## config.mk

```make
export PLATFORM = sky130hd
export DESIGN_NAME = rib_master_arbiter
export DESIGN_NICKNAME = d
export VERILOG_FILES = /design/src/rtl/rib_master_arbiter.sv
export SDC_FILE = /design/constraint.sdc
export NUM_CORES = 1
export LEC_CHECK = 0
export BUFFER_PORTS_ARGS = -buffer_cell sky130_fd_sc_hd__buf_4
export CORE_MARGIN = 4
export CORE_UTILIZATION = 35
export DETAILED_ROUTE_END_ITERATION = 6
export GPL_TIMING_DRIVEN = 0
export MAX_ROUTING_LAYER = met4
export PLACE_DENSITY = 0.67
export SETUP_SLACK_MARGIN = 0.05
export SYNTH_ARGS = -nofsm -noshare
export SYNTH_HDL_FRONTEND = slang
export SYNTH_SLANG_ARGS = --single-unit
export TNS_END_PERCENT = 5
```

## constraint.sdc

```tcl
create_clock -name clk -period 2.3 [get_ports clk]
set_input_delay 0.46 -clock clk [delete_from_list [all_inputs] [get_ports clk]]
set_output_delay 0.46 -clock clk [all_outputs]
set_load 0.005 [all_outputs]
```

## src/rtl/rib_master_arbiter.sv

```systemverilog
// -----------------------------------------------------------------------------
// rib_master_arbiter
//
// Registered arbiter that shares the RIB slave fabric between four masters:
//   m0 core ex load/store, m1 core pc fetch, m2 jtag debug, m3 uart download.
// Selection is fixed priority (m3 > m2 > m0 > m1) or round-robin. An owner
// holds the bus while it keeps both its request and its lock high. Starvation
// counters force-grant a master that has waited STARVE_MAX cycles, breaking a
// lock if necessary.
//
// Optional feature macro: RIB_ARB_STARVE_EN
//   defined   : starvation counters, override and starve_o are present.
//   undefined : no counters, starve_o tied to 0, locks are held indefinitely.
//
// Parameters:
//   STARVE_MAX  cycles a requesting, ungranted master waits before force-grant
//   CNT_W       width of each starvation counter (2**CNT_W > STARVE_MAX)
//
// Ports:
//   clk          system clock
//   rst          synchronous reset, active-high
//   req_i[3:0]   per-master bus request
//   lock_i[3:0]  per-master lock; effective only for the current owner
//   prio_mode_i  0 = fixed priority, 1 = round-robin
//   gnt_o[3:0]   registered one-hot grant, zero when idle
//   gnt_idx_o    index of the current owner, holds last value when idle
//   gnt_valid_o  high when gnt_o is non-zero
//   hold_o       core stall: m0 or m1 requesting but not granted
//   starve_o     bit n high while master n's counter equals STARVE_MAX
// -----------------------------------------------------------------------------
module rib_master_arbiter #(
   parameter int STARVE_MAX = 15,
   parameter int CNT_W      = 4
) (
   input  logic       clk,
   input  logic       rst,
   input  logic [3:0] req_i,
   input  logic [3:0] lock_i,
   input  logic       prio_mode_i,
   output logic [3:0] gnt_o,
   output logic [1:0] gnt_idx_o,
   output logic       gnt_valid_o,
   output logic       hold_o,
   output logic [3:0] starve_o
);

   typedef enum logic {
      IDLE  = 1'b0,
      OWNED = 1'b1
   } state_e;

   // Reject a counter too narrow to ever reach STARVE_MAX.
   if (CNT_W < 1 || (1 << CNT_W) <= STARVE_MAX) begin : g_bad_cfg
      $error("rib_master_arbiter: CNT_W too small for STARVE_MAX");
   end

   state_e     state_q, state_d;
   logic [3:0] gnt_q, gnt_d;
   logic [1:0] idx_q, idx_d;
   logic [1:0] rr_ptr_q, rr_ptr_d;

   logic [3:0] starved;       // counters at STARVE_MAX
   logic [3:0] starve_req;    // starved masters still requesting
   logic       starve_hit;
   logic [1:0] starve_idx;
   logic [1:0] fix_idx;
   logic [1:0] rr_idx;
   logic       lock_hold;

`ifdef RIB_ARB_STARVE_EN
   logic [CNT_W-1:0] cnt_q [4];
   logic [CNT_W-1:0] cnt_d [4];

   always_comb begin
      for (int n = 0; n < 4; n++) begin
         starved[n] = (cnt_q[n] == CNT_W'(STARVE_MAX));
         // Count while waiting, saturate at STARVE_MAX, clear once served or idle.
         if (req_i[n] && !gnt_q[n]) begin
            cnt_d[n] = starved[n] ? cnt_q[n] : cnt_q[n] + CNT_W'(1);
         end else begin
            cnt_d[n] = '0;
         end
      end
   end

   always_ff @(posedge clk) begin
      if (rst) begin
         for (int n = 0; n < 4; n++) cnt_q[n] <= '0;
      end else begin
         for (int n = 0; n < 4; n++) cnt_q[n] <= cnt_d[n];
      end
   end
`else
   assign starved = 4'b0000;
`endif

   assign starve_req = starved & req_i;
   assign starve_hit = |starve_req;

   // Candidate selection for each policy, all evaluated in parallel.
   always_comb begin
      // Starvation override: lowest starved index wins.
      starve_idx = 2'd0;
      for (int i = 3; i >= 0; i--) begin
         if (starve_req[i]) starve_idx = 2'(i);
      end

      // Fixed order m3 > m2 > m0 > m1.
      if (req_i[3])      fix_idx = 2'd3;
      else if (req_i[2]) fix_idx = 2'd2;
      else if (req_i[0]) fix_idx = 2'd0;
      else               fix_idx = 2'd1;

      // Round-robin: offset 1 is searched first, the last owner (offset 0)
      // last. Iterating the offsets downward lets the nearest one win.
      rr_idx = rr_ptr_q;
      for (int k = 4; k >= 1; k--) begin
         if (req_i[rr_ptr_q + 2'(k)]) rr_idx = rr_ptr_q + 2'(k);
      end
   end

   assign lock_hold = (state_q == OWNED) && req_i[idx_q] && lock_i[idx_q];

   // NOTE: every signal driven here gets a default first so no path leaves it
   // unassigned; otherwise synthesis would infer a latch.
   always_comb begin
      state_d  = state_q;
      gnt_d    = gnt_q;
      idx_d    = idx_q;
      rr_ptr_d = rr_ptr_q;

      if (lock_hold && !starve_hit) begin
         // Locked owner keeps the bus; no arbitration this edge.
      end else if (req_i == 4'b0000) begin
         state_d = IDLE;
         gnt_d   = 4'b0000;
      end else begin
         state_d = OWNED;
         if (starve_hit)       idx_d = starve_idx;
         else if (prio_mode_i) idx_d = rr_idx;
         else                  idx_d = fix_idx;
         gnt_d = 4'b0001 << idx_d;
         if (idx_d != rr_ptr_q) rr_ptr_d = idx_d;
      end
   end

   // NOTE: registers use non-blocking assignments so every flop samples the
   // pre-edge values regardless of statement order.
   always_ff @(posedge clk) begin
      if (rst) begin
         state_q  <= IDLE;
         gnt_q    <= 4'b0000;
         idx_q    <= 2'd0;
         rr_ptr_q <= 2'd0;
      end else begin
         state_q  <= state_d;
         gnt_q    <= gnt_d;
         idx_q    <= idx_d;
         rr_ptr_q <= rr_ptr_d;
      end
   end

   assign gnt_o       = gnt_q;
   assign gnt_idx_o   = idx_q;
   assign gnt_valid_o = (state_q == OWNED);
   assign hold_o      = (req_i[0] & ~gnt_q[0]) | (req_i[1] & ~gnt_q[1]);
   assign starve_o    = starved;

endmodule

```

==> impl_results.md <==
- RSZ-0062 raised after global routing: no
- Leakage: around 0.34 nW
- Final Max Slew Viols: 0
- Final Cell Area: 713.2 um2
- CTS tree: built
- Hold path cells: 2
- 1st-pass router iterations: 4
- Initial Util: 0.3865
- DR WL met3: 74 um
- CTS sink count: 9
- Worst path max stage delay: 540 ps
- Cts repair resizes: 0
- Ports: 23
- Crit path DAT: approximately 1700 ps
- Htree depth: 1
- Fin crit share: 0.6582
- Reg2Reg Depth: 4
- Slowest-stage cell, CP: nor4_2
- Num CTS Buffers: 3
- Post-CTS Setup Inserts: 0
- Most common cell in the netlist: dfxtp_1
- Row cnt: 13
- # diodes: 0
- Outcome: finished, final reports clean
- CTS max path bufs: 2
- Setup CP Type: input pin to flip-flop
- CTS clk-pin slew, worst paths: 60 ps
- R2r setup slk: 840 ps
- Syn Inst Count: 63
- CP Max Fanout: 6
- Area fraction of the dominant cell type after synthesis: 0.3453
- CP top delay family: simple AND/OR/NAND/NOR gates
- Fmax: 660.5 MHz
- Synth area leaders: dfxtp_1 (35%), buf_4 (5.8%), a31oi_1 (4.8%)
- Die Wd: about 47 um
- Mean Syn Cell Area: 8.282 um2
- Clock skew: 5.892 ps
- Hold_sp: rst
- Die area: roughly 2200 um2
- Met2 WL: approximately 580 um
- Wire length per cell: 11.70 um
- Seq/Total Area, Yosys: 0.3453
- Post-Route WL: 1205 um
- WP buf/inv: 1
- Initial antenna violation count: 0
- Hold_buf cts: 0
- Worst-Skew Late Latency: 260 ps
- CTS Root Cell: clkbuf_4
- EDFF count, synth: 0
- DRT iter0 DRCs: 20
- Metal-1 WL: 538 um
- Final setup violation count: 0
- Worst ir drop on vdd: 0.0003624 V
- Top Metal Used: met4
- Primary FF master, synth: dfxtp_1
- Largest net degree at the start of global routing: 8
- Top cell type by total area after synthesis: dfxtp_1
- Final hold viol count: 0
- Max_cap viols: 0
- Register Area: between 150 and 200 um2
- Synthesis Warnings: 0
- Hold Slack: 437.0 ps
- Core area: 1350 um2
- Via count: 542
- RR Startpoint: gnt_idx_o[0]
- Antenna Nets Post-Route: 0
- Hold crit path type: input pin to flip-flop
- Tmin final: 1514 ps
- Async S/R FF share, synth: 0
- Die Ht: 46.61 um
- Final net count: 100
- Mapped Area: around 520 um2
- Via density: 5.262
- Worst setup EP type: flip-flop
- CP required: 2450 ps
- Sum Neg Setup Slack: 0 ps
- Rel. slew slack: 0.6304
- First-pass GRT wire length: between 2000 and 2500 um
- Cell Chain, Critical Path: buf_4 > nor4_2 > nor2_1 > and3_1 > a22o_1
- Power density cells: 622.1 nW/um2
- CP Launch Type: input pin
- Least-Margin Pin Slew: 549.8 ps
- Remaining Overflow, GRT: 0
- RD Place Congestion: 0.8066
- GRT Resource Usage Total: 0.1422
- Hold Path End: gnt_valid_o
- Placed Area: 686.9 um2
- Multi-input logic area: 300.3 um2
- Area Growth Syn to Fin: 36.69%
- RR Endpoint: gnt_o[0]
- Post-detail-place hpwl: 969.9 um
- Fillers: 136
- Number of global-route vias before repair: 506
- Share of cells above drive strength 1: 0.3523
- Yosys cell types: 28
- IO buf count: 18
- Residual DRC: 0
- Register bit total from synthesis: 9
area by class of cell:
type | instances | area share
clock buffer | 4 | 0.03684
buffer | 4 | 0.04211
sequential | 9 | 0.2526
multi-input combinational | 47 | 0.4211
timing repair buffer | 18 | 0.1895
inverter | 6 | 0.03158
tap | 15 | 0.02632
cells in the final DEF (no fill, tap or decap), types with 2 or more instances in the layout:
master	n
conb_1	4
nor3_1	2
o21ai_0	3
a31oi_1	4
a22o_1	2
o21a_1	2
nand3_1	2
inv_1	4
nand2_1	4
o211ai_1	2
inv_2	2
nor2_1	3
o21ai_1	4
dfxtp_1	9
clkbuf_4	3
buf_4	22
a32o_2	2
nor2b_1	2
report_power, final:
| part | internal, mW | switching [mW] |
|---|---|---|
| clock network | 0.0667 | 0.0523 |
| logic | 0.0707 | 0.0564 |
| registers | 0.176 | 0.0218 |
layer usage:
layer,up-vias,global-route usage
met4,0,0.06630
met5,-,-
met3,3,0.03516
met2,13,0.2143
li1,281,-
met1,245,0.1767
cells by family after synthesis:
group / Yosys count / share of synthesized area
compound gates: 27 / 0.3861
buf+inv: 10 / 0.1007
simple gates: 16 / 0.1607
flops: 9 / 0.3453
other cells: 1 / 0.007187
worst max path at each step:
| stage | cells after the start | endpoint | slack [ps] | startpoint |
|---|---|---|---|---|
| 3_3_place_gp | 5 | gnt_o[0] | 540 | req_i[1] |
| 5_1_grt | 4 | gnt_o[0] | 670 | gnt_idx_o[0] |
| 3_5_place_dp | 5 | gnt_o[0] | 540 | req_i[1] |
| 2_1_floorplan | 5 | gnt_o[2] | 830 | req_i[1] |
| 6_report | 5 | gnt_o[0] | 790 | req_i[1] |
| 4_1_cts | 5 | gnt_o[0] | 820 | req_i[1] |
registers in the layout, summed over array words and instances (netlist names):
register     count
gnt_valid_o      1
gnt_idx_o        2
gnt_o            4
rr_ptr_q         2
per-stage QoR:
step | utilization | instances | total power, mW | setup slack (ps)
floorplan | - | 66 | 0.2703 | 825.1
global placement | 0.5088 | 99 | 0.3273 | 542.5
detailed placement | 0.5088 | 99 | 0.3275 | 543.0
CTS | 0.5283 | 103 | 0.4487 | 815.7
global route | 0.5283 | 103 | 0.4818 | 668.0
finish | 0.5283 | 103 | 0.4437 | 786.1
No activity file was read; power rests on OpenSTA's default activity.
